===== src/rtl/change_dispenser.sv =====
// change_dispenser: greedy 10/5/1 coin payout over a req/ack ejector handshake,
// with per-tube inventory, deposit overflow detection and a sticky ejector-timeout fault.
module change_dispenser #(
    parameter int CNT_W       = 4,
    parameter int TUBE_MAX    = 15,
    parameter int INIT_COUNT  = 8,
    parameter int GAP_CYCLES  = 4,
    parameter int ACK_TIMEOUT = 255
) (
    input  logic             clk,
    input  logic             reset,
    input  logic             start,
    input  logic [4:0]       change_amount,
    input  logic [1:0]       coin_deposit,
    input  logic             fault_clr,
    input  logic             eject_ack,
    output logic             eject_req,
    output logic [1:0]       eject_coin,
    output logic             busy,
    output logic             done,
    output logic             short_change,
    output logic [4:0]       owed,
    output logic             overflow,
    output logic             fault,
    output logic [CNT_W-1:0] cnt1,
    output logic [CNT_W-1:0] cnt5,
    output logic [CNT_W-1:0] cnt10
);
    localparam int TW = $clog2(ACK_TIMEOUT + 1);
    localparam int GW = $clog2(GAP_CYCLES + 1);
    localparam logic [TW-1:0] TMAX = TW'(ACK_TIMEOUT - 1);
    localparam logic [GW-1:0] GMAX = GW'(GAP_CYCLES - 1);
    localparam logic [CNT_W-1:0] CMAX = CNT_W'(TUBE_MAX);
    localparam logic [CNT_W-1:0] CINIT = CNT_W'(INIT_COUNT);

    typedef enum logic [2:0] {IDLE, SELECT, EJECT, GAP, DONE} state_t;

    state_t state, state_n;
    logic [4:0] rem, rem_n, owed_n;
    logic [TW-1:0] tmr, tmr_n;
    logic [GW-1:0] gcnt, gcnt_n;
    logic [1:0] coin_n, pick;
    logic req_n, done_n, short_n, fault_n, ovf_n, take;
    logic inc1, inc5, inc10, dec1, dec5, dec10;

    // A coincident deposit and ejection on one tube cancel out, so a full tube cannot overflow then.
    function automatic logic [CNT_W-1:0] upd(input logic [CNT_W-1:0] c, input logic inc, input logic dec);
        return (inc && dec) ? c : dec ? c - 1'b1 : (inc && c < CMAX) ? c + 1'b1 : c;
    endfunction

    function automatic logic [4:0] val(input logic [1:0] c);
        return (c == 2'b11) ? 5'd10 : (c == 2'b10) ? 5'd5 : 5'd1;
    endfunction

    assign take  = (state == EJECT) && eject_ack;
    assign dec1  = take && eject_coin == 2'b01;
    assign dec5  = take && eject_coin == 2'b10;
    assign dec10 = take && eject_coin == 2'b11;
    assign inc1  = coin_deposit == 2'b01;
    assign inc5  = coin_deposit == 2'b10;
    assign inc10 = coin_deposit == 2'b11;
    assign ovf_n = (inc1 && !dec1 && cnt1 == CMAX) || (inc5 && !dec5 && cnt5 == CMAX) ||
                   (inc10 && !dec10 && cnt10 == CMAX);
    assign pick  = (rem >= 5'd10 && cnt10 != '0) ? 2'b11 :
                   (rem >= 5'd5 && cnt5 != '0)   ? 2'b10 :
                   (rem != 5'd0 && cnt1 != '0)   ? 2'b01 : 2'b00;

    always_comb begin
        state_n = state;
        rem_n   = rem;
        tmr_n   = tmr;
        gcnt_n  = gcnt;
        req_n   = eject_req;
        coin_n  = eject_coin;
        done_n  = 1'b0;
        short_n = short_change;
        owed_n  = owed;
        fault_n = fault_clr ? 1'b0 : fault;
        case (state)
            IDLE: if (start) begin
                rem_n   = change_amount;
                short_n = 1'b0;
                owed_n  = 5'd0;
                state_n = SELECT;
            end
            SELECT: begin
                tmr_n = '0;
                if (pick != 2'b00) begin
                    coin_n  = pick;
                    req_n   = 1'b1;
                    state_n = EJECT;
                end else begin
                    short_n = rem != 5'd0;
                    owed_n  = rem;
                    done_n  = 1'b1;
                    state_n = DONE;
                end
            end
            EJECT: if (eject_ack) begin
                rem_n   = rem - val(eject_coin);
                req_n   = 1'b0;
                gcnt_n  = '0;
                state_n = GAP;
            end else if (tmr == TMAX) begin
                req_n   = 1'b0;
                fault_n = 1'b1;
                short_n = 1'b1;
                owed_n  = rem;
                done_n  = 1'b1;
                state_n = DONE;
            end else begin
                tmr_n = tmr + 1'b1;
            end
            GAP: if (gcnt == GMAX) state_n = SELECT;
                 else gcnt_n = gcnt + 1'b1;
            DONE: state_n = IDLE;
            default: state_n = IDLE;
        endcase
    end

    always_ff @(posedge clk or negedge reset) begin
        if (!reset) begin
            state        <= IDLE;
            rem          <= '0;
            tmr          <= '0;
            gcnt         <= '0;
            eject_req    <= 1'b0;
            eject_coin   <= 2'b00;
            busy         <= 1'b0;
            done         <= 1'b0;
            short_change <= 1'b0;
            owed         <= '0;
            overflow     <= 1'b0;
            fault        <= 1'b0;
            cnt1         <= CINIT;
            cnt5         <= CINIT;
            cnt10        <= CINIT;
        end else begin
            state        <= state_n;
            rem          <= rem_n;
            tmr          <= tmr_n;
            gcnt         <= gcnt_n;
            eject_req    <= req_n;
            eject_coin   <= coin_n;
            busy         <= state_n != IDLE;
            done         <= done_n;
            short_change <= short_n;
            owed         <= owed_n;
            overflow     <= ovf_n;
            fault        <= fault_n;
            cnt1         <= upd(cnt1, inc1, dec1);
            cnt5         <= upd(cnt5, inc5, dec5);
            cnt10        <= upd(cnt10, inc10, dec10);
        end
    end
endmodule


===== config.mk =====
export PLATFORM = sky130hd
export DESIGN_NAME = change_dispenser
export DESIGN_NICKNAME = d
export VERILOG_FILES = /design/src/rtl/change_dispenser.sv
export SDC_FILE = /design/constraint.sdc
export NUM_CORES = 1
export LEC_CHECK = 0
export CAP_MARGIN = 20
export CORE_MARGIN = 2
export CORE_UTILIZATION = 50
export CTS_BUF_LIST = sky130_fd_sc_hd__clkbuf_16
export DETAILED_ROUTE_END_ITERATION = 12
export PLACE_DENSITY = 0.75
export SLEW_MARGIN = 25
export SYNTH_ARGS = -nofsm -noshare
export SYNTH_HDL_FRONTEND = slang
export SYNTH_SLANG_ARGS = --single-unit

===== constraint.sdc =====
create_clock -name clk -period 3.3 [get_ports clk]
set_input_delay 0.66 -clock clk [delete_from_list [all_inputs] [get_ports clk]]
set_output_delay 0.66 -clock clk [all_outputs]
set_load 0.01 [all_outputs]

==> reports/results.tsv <==
metric	value	unit
status	finished clean	
cts_max_path_buffers	2	
cts.sinks	44	
synth-simple-area-share	17.2	%
syn-cell-area	0.00258	mm²
cp-end-kind	flip-flop	
antenna_found_initial	0	
clk_pin_slew	0.06	ns
dr.pass1.iters	4	
r2r-end	cnt1[3]$_DFFE_PN1P_	
n_antenna_cell	0	
synth_commonest_cells	dfrtp_1 (41), nand2_1 (24), inv_1 (18), o21ai_0 (18), nor2_1 (16)	
synthXorXnorAreaFrac	5.43	%
skew	0.00342	ns
maxCapViolCount	0	
syn-num-nets	290	
r2r_slack	0.53	ns
whs	0.356	ns
synth_edf_count	0	
groute.usage.overall	21.4	%
crit_chain	clkdlybuf4s50_1 -> inv_1 -> or4_4 -> inv_1 -> ha_1 -> a21o_1 -> a21oi_1 -> xor2_1 -> nand2_2 -> xnor2_1	
synth_top_area_share	39.7	%
start_util	51.2	%
cp_max_fo	5	
insertion_delay	0.28	ns
crit_arrival	3.00	ns
yosysWarnings	0	
dieHeight	75.9	µm
maxSlewViolCount	0	
core_area	0.00504	mm²
cts_buffers	5	
wl_per_cell	14.8	µm
hold_viol_final	0	
post-cts-setup-buffers	0	
drt_iter0_markers	126	
synth_area_leaders	dfrtp_1 (40%), ha_1 (6.8%), o21ai_0 (3.5%)	
worst_slew_pin_slew	0.652	ns
worstRegToRegCells	9	
syn_to_final_growth	23.3	%
synth_cells	260	
postRouteAntennaNets	0	
final.min_clock_period	2.79	ns
num_rows	26	
grt_pass1_wl	9.23	mm
synthFlopType	dfrtp_1	
fmax	359	MHz
avgSynthCellArea	9.93	µm²
fin_nets	332	
rsz0062_at_grt	false	
max-vdd-ir-drop	0.000461	V
synthMuxAreaShare	2.62	%
synth-seq-cells	44	
root_buffer	clkbuf_16	
path_class	in2reg	
synth_top_family_by_area	compound AO/OA/AOI/OAI gates	
timing.final.crit_share	84.4	%
yosysMostFrequentCell	dfrtp_1	
cts_tree	yes	
synth-compound-area-share	17.7	%
cp-start-kind	input port	
setup_ws	0.515	ns
synthAdderAreaFrac	9.88	%
leakagePower	1.42	nW
io_buffers	36	
num_vias	2061	
cp.required	3.51	ns
hold_buffers	0	
p_total	2.87	mW
die_w	75.9	µm
post_cts_resized	0	
layout-drive-gt1-share	9.24	%
ys_types	47	
h-tree-depth	2	
wl	5.54	mm
seq_area_frac_synth	42.8	%
dp_slack	0.248	ns
cpMostUsedCell	inv_1	
pin_count	37	
yosys.area.top_type	dfrtp_1	
setup_viol	0	
async_flop_share	100	%
cp_slowest_cell	or4_4	
die_area	0.00576	mm²
dp_hpwl	4.10	mm
drt-vias-per-instance	5.53	
reg2reg_from	state[1]$_DFF_PN0_	
min_path_type	in2async	
grt_start_max_net_pins	45	
slowest_delay	0.60	ns
drcViolationCount	0	
tns	0	ns
grt_pass1_vias	1904	
slew_headroom	56.4	%
routabilityCongestion	0.864	
power_density	901	mW/mm²
gr-total-overflow	0	
[state kept, by name (all words and copies together) (netlist names)]
register / flops
tmr: 8
owed: 5
rem: 5
cnt10: 4
cnt1: 4
cnt5: 4
gcnt: 3
state: 3
eject_coin: 2
busy: 1
done: 1
eject_req: 1
fault: 1
overflow: 1
short_change: 1
[routing by layer]
metal	share of wire, %	track usage, %	wire length (µm)
met5	0	0	0
met3	2.8	2.91	156
met4	2.0	8.58	108
met2	45	32.7	2510
met1	50	30.8	2760
[power by group]
part | switching [mW] | leakage, nW | internal [mW]
Combinational | 0.693 | 0.800 | 0.663
Sequential | 0.229 | 0.544 | 0.733
Clock | 0.197 | 0.0789 | 0.352
Total | 1.12 | 1.42 | 1.75
[cells in the final DEF, fill, tap and decap left out, types with 3 or more instances in the layout]
cell type	instances
nor2b_1	6
a22o_1	8
a21o_1	4
xor2_1	7
ha_1	14
o21ai_0	18
xnor2_1	9
nor2_1	16
nor4_1	6
o21a_1	3
dfrtp_1	41
nand4_1	4
fa_1	4
clkdlybuf4s50_1	35
clkbuf_16	5
nand2b_1	5
dfstp_2	3
buf_4	6
nand3_1	8
nor3_1	6
a21bo_2	3
nand2_1	24
inv_1	18
a21oi_1	15
[how the worst max path moves through the flow]
stage / depth (start not counted) / from / to
global placement: 10 / eject_ack / cnt1[3]$_DFFE_PN1P_
floorplan: 12 / state[1]$_DFF_PN0_ / cnt1[3]$_DFFE_PN1P_
detailed placement: 10 / eject_ack / cnt1[3]$_DFFE_PN1P_
finish: 10 / eject_ack / cnt1[3]$_DFFE_PN1P_
global route: 9 / state[1]$_DFF_PN0_ / cnt1[3]$_DFFE_PN1P_
CTS: 9 / state[1]$_DFF_PN0_ / cnt1[3]$_DFFE_PN1P_
[worst max-delay path, delay by kind of cell]
| kind | cells | cell delay [ns] |
|---|---|---|
| xor gates and xnor gates | 2 | 0.32 |
| buffers and inverters | 3 | 0.75 |
| and+or+nand+nor | 2 | 0.67 |
| adders and majority gates | 1 | 0.24 |
| AOI/OAI and AO/OA | 2 | 0.34 |
[per-stage QoR]
stage | instances | util, % | area [µm²]
final | 373 | 63.1 | 3180
after global routing | 373 | 63.1 | 3180
after CTS | 373 | 63.1 | 3180
after detailed placement | 365 | 59.9 | 3020
after global placement | 365 | 59.9 | 3020
after floorplan | 260 | - | 2580
[logic make-up (layout without fill, tap and decap cells)]
| group | count (synthesis) | in the layout |
|---|---|---|
| xor+xnor | 16 | 16 |
| buf+inv | 24 | 67 |
| mux | 5 | 5 |
| compound gates | 67 | 67 |
| simple gates | 86 | 86 |
| fa+ha+maj | 18 | 18 |
| flops | 44 | 44 |
[layout make-up]
cell class / instances / area, µm²
Inverter: 18 / 67.6
Timing Repair Buffer: 41 / 395
Fill cell: 424 / 1860
Multi-Input combinational cell: 192 / 1370
Clock inverter: 3 / 37.5
Sequential cell: 44 / 1100
Clock buffer: 5 / 125
Tap cell: 70 / 87.6
(Power assumes the default switching activity.)
==> patch 1, RTL diff (config.mk and constraints unchanged) <==
Change the parameter `CNT_W` from 4 to 6.
--- a/src/rtl/change_dispenser.sv
+++ b/src/rtl/change_dispenser.sv
@@ -3,3 +3,3 @@
 module change_dispenser #(
-    parameter int CNT_W       = 4,
+    parameter int CNT_W       = 6,
     parameter int TUBE_MAX    = 15,
Interface: changed (resized cnt1, cnt10 and cnt5); port bits go from 37 to 43. No check against the original RTL was run, so the function may have changed too.
==> patch 1 against the original RTL <==
Non-clock buffer count up 5; critical path type unchanged; sequential cell count up 6; area after synthesis up 24%; count of clock-buffer cells in the layout unchanged; routed wire length rose by 22%; final cell count up 20%; final area is 20% higher; highest routed layer unchanged; largest power group unchanged; power increased by 29%; core utilization fell by 2.1 points; setup slack got worse by 0.11 ns.
==> patch 1: results (changes against the original RTL) <==
Finish
  • Multi-input gate area: 1770 µm² (+29%)
  • # nets final: 406 (+22%)
  • Sequential share of cell area: 32.8% (-1.9 points)
  • Multi-input gates: 240 (+25%)
  • Inverters: 27 (+9)
  • Clk cell area share: 4.31% (-0.80 points)
  • Share of cells above drive strength 1: 10.8% (+1.5 points)

Floorplanning
  • N_taps: 77 (+10%)

Routing
  • Vias per inst: 5.74 (+3.9%)
  • Routed WL: 6740 µm (+22%)
  • Initial DRC count: 158 (+25%)

Yosys
  • Synth top area cells: dfrtp_1 (37%), ha_1 (7.8%), a21oi_1 (3.3%), inv_1 (3.2%), xnor2_1 (3.0%)
  • Post-synthesis mux area share: 5.27% (+2.7 points)
  • Xor and xnor fraction of the mapped netlist area: 4.65% (-0.78 points)
  • Sequential area share after synthesis: 39.2% (-3.6 points)
  • Syn Nets: 364 (+26%)
  • Top cells by count, synth: dfrtp_1 (47), inv_1 (27), nor2_1 (25)
  • Library cells used by synthesis: 63 (+34%)
  • Main synth FF type: dfrtp_1

Clock network
  • CTS sink cnt: 50 (+14%)

STA
  • Slew @ Worst Pin: 0.499 ns (-0.153 ns)
  • Clk_skew: 0.00913 ns (+0.00571 ns)

Critical path
  • Worst EP arrival: 3.06 ns (+0.06 ns)
  • Worst reg2reg startpoint: state[2]$_DFF_PN0_
  • Critical Path Fanout Max: 7 (+2)

Power and ir drop
  • Max VDD drop: 509 µV (+10%)

Placement
  • Gp weighted congestion: 0.853 (-1.3%)
  • Port buffer count: 42 (+17%)
  • Dpl hpwl: 5010 µm (+22%)

Run status
  • Status: complete, no violations

Global routing
  • First-pass GRT wire length: 11500 µm (+25%)
  • Largest net degree at the start of global routing: 34 (-24%)
[patch 1: cell count changes after synthesis, sizes merged, moves of 5 or more]
cell	unedited run	this run
a22o	8	2
mux2	1	7
nand2	25	19
inv	18	27
mux2i	4	9
a21oi	15	21
o32ai	0	5
o21bai	0	5
nor2	16	26
dfrtp	41	47
ha	14	20
[patch 1: per-layer routing]
layer,vias to the layer above,wire length (µm),track usage (%)
li1,1258,-,-
met1,1245,3150,25.9
met2,59,3220,31.7
met3,11,237,3.56
met4,0,131,10.3
met5,-,0,0
[patch 1: per-stage QoR]
stage | cells | worst slack (ns) | total power [mW] | hold slack [ns] | area (µm²)
2_1_floorplan | 328 | 0.660 | 2.48 | 0.364 | 3200
5_1_grt | 448 | 0.268 | 3.99 | 0.328 | 3830
4_1_cts | 448 | 0.437 | 3.71 | 0.306 | 3830
6_report | 448 | 0.400 | 3.69 | 0.290 | 3830
3_3_place_gp | 440 | 0.246 | 3.04 | 0.482 | 3660
3_5_place_dp | 440 | 0.146 | 3.11 | 0.491 | 3660
[patch 1: report_power, final]
part / switching (mW) / total [mW] / internal (mW)
sequential: 0.301 / 1.16 / 0.863
combinational: 0.969 / 1.95 / 0.983
clock: 0.222 / 0.577 / 0.355
[patch 1: critical path, cell delays in order]
cell	delay, ns
clkdlybuf4s50_1	0.53
nand4bb_4	0.19
or2_2	0.42
inv_1	0.19
ha_1	0.28
a211oi_1	0.28
o21bai_1	0.11
a21oi_1	0.18
o21bai_1	0.13
nand3_1	0.09
==> patch 2, RTL diff (same settings) <==
Without the edit above. Make the reset (`reset`) synchronous in one clocked block.
--- a/src/rtl/change_dispenser.sv
+++ b/src/rtl/change_dispenser.sv
@@ -120,3 +120,3 @@
 
-    always_ff @(posedge clk or negedge reset) begin
+    always_ff @(posedge clk) begin
         if (!reset) begin
Behaviour: differs if reset is asserted again (counterexample within 4 cycles, from zero or initial values and one cycle with reset low); with reset held inactive, the same outputs for 10 cycles.
==> patch 2 against the original RTL <==
Area after synthesis shrank 1.6%; final cell count up 5.9%; setup slack got worse by 0.065 ns; sequential cell count unchanged; synthesized cell count grew 11%; fmax shrank 2.3%; final area shrank 2.2%; routed wire length shrank 4.7%; via count up 4.3%; critical path depth unchanged.
Power is not compared: it rests on default switching activity, and its combinational part moved more than twofold at a synthesized area within 25%.
==> patch 2: results (changes against the original RTL) <==
Run status
  • Status: complete, no violations

Routing
  • Via count: 2150 (+4.3%)
  • Vias per inst: 5.44 (-1.5%)
  • Initial DRC count: 82 (-35%)
  • Routed WL: 5270 µm (-4.7%)
  • Pre-Repair DR Iteration Count: 4 (unchanged)

STA
  • Clk_skew: 0.00536 ns (+0.00194 ns)
  • Slew @ Worst Pin: 0.714 ns (+0.0616 ns)

Power and ir drop
  • Max VDD drop: 337 µV
  • Internal power: 1.19 mW
  • Leakage: 1.24 nW

Critical path
  • Worst EP arrival: 3.02 ns (+0.02 ns)
  • Critical Path Fanout Max: 6 (+1)

Worst hold path
  • Min-delay worst type: reg2reg

Yosys
  • Compound-Gate Fraction of Synth Area: 18.2% (+0.44 points)
  • Top cells by count, synth: dfxtp_1 (44), nand2_1 (32), inv_1 (22)
  • Asr flop ratio synth: 0% (-100 points)
  • Post-synthesis mux area share: 4.78% (+2.2 points)
  • Synth Instances: 289 (+11%)
  • Syn Nets: 319 (+10%)
  • Xor and xnor fraction of the mapped netlist area: 4.83% (-0.60 points)
  • Synth top area cells: dfxtp_1 (35%), ha_1 (6.9%), xnor2_1 (4.8%), nand2_1 (4.7%), mux2i_1 (4.3%)
  • Post-synthesis adder-cell area fraction: 10.0% (+0.16 points)
  • Library cells used by synthesis: 50 (+6.4%)
  • Sequential area share after synthesis: 34.7% (-8.1 points)
  • Main combinational cell family by area after synthesis: simple AND/OR/NAND/NOR gates
  • Post-synth EDFFs: 0 (unchanged)

Clock network
  • H-Tree Depth: 2 (unchanged)
  • CTS buffer count: 5 (unchanged)
  • Cells resized by post-CTS repair: 0 (unchanged)
  • Post-CTS setup buffer count: 0 (unchanged)

Placement
  • DP Worst Slack: 0.169 ns (-0.0792 ns)
  • Dpl hpwl: 3890 µm (-5.1%)
  • Dpl cell area: 2980 µm² (-1.4%)
  • Gp weighted congestion: 0.817 (-5.5%)
  • Port buffer count: 36 (unchanged)
  • # placed instances: 387 (+6.0%)

Global routing
  • Gr usage total: 20.2% (-1.2 points)
  • Number of global-route vias before repair: 2003 (+5.2%)
  • Initial antenna violation count: 0 (unchanged)
  • First-pass GRT wire length: 8870 µm (-3.9%)
  • Largest net degree at the start of global routing: 37 (-18%)

Finish
  • Top Registers: tmr x8, owed x5, rem x5
  • Share of cells above drive strength 1: 5.18% (-4.1 points)
  • Layout fillers: 416 (-1.9%)
  • Ant. Diodes: 0 (unchanged)
  • # nets final: 357 (+7.5%)
==> patch 2: power groups by stage <==
stage / clock network, mW / logic, mW / registers (mW)
2_1_floorplan: 0 / 0.478 / 0.691
3_3_place_gp: 0 / 0.644 / 0.716
4_1_cts: 0.476 / 0.667 / 0.706
6_report: 0.464 / 0.665 / 0.708
3_5_place_dp: 0 / 0.661 / 0.717
5_1_grt: 0.495 / 0.735 / 0.721
==> patch 2: layout make-up <==
type / instances / area, µm² / share of cell area (%)
timing repair buffer: 39 / 383 / 12.3
tap: 67 / 83.8 / 2.69
clock buffer: 5 / 125 / 4.02
sequential: 44 / 881 / 28.3
multi-input combinational: 215 / 1550 / 49.7
clock inverter: 3 / 11.3 / 0.362
inverter: 22 / 82.6 / 2.65
==> patch 2: critical path, cell delays in order <==
cell and delay, ns:
clkdlybuf4s50_1 0.58, and4bb_2 0.31, nand3b_1 0.10, inv_1 0.14
ha_1 0.25, a21o_1 0.18, a21oi_1 0.19, nor3_1 0.08
a31oi_1 0.19, mux2_2 0.35
==> patch 2: final timing paths <==
check	start	end	slack (ns)	cells after the start
setup / recovery	eject_ack	cnt1[3]$_SDFFE_PN1P_	0.45	10
setup reg to reg	state[1]$_SDFF_PN0_	cnt1[3]$_SDFFE_PN1P_	0.84	9
hold reg to reg	owed[1]$_SDFFE_PN0P_	owed[1]$_SDFFE_PN0P_	0.46	2
hold / removal	owed[1]$_SDFFE_PN0P_	owed[1]$_SDFFE_PN0P_	0.46	2
==> patch 2: metal layers <==
layer  wire (µm)  up-vias  GRT usage [%]
met3         165       10           3.31
met2        2340       40           31.5
met1        2650     1000           27.6
met5           0        -              0
li1            -     1100              -
met4         121        0           9.16
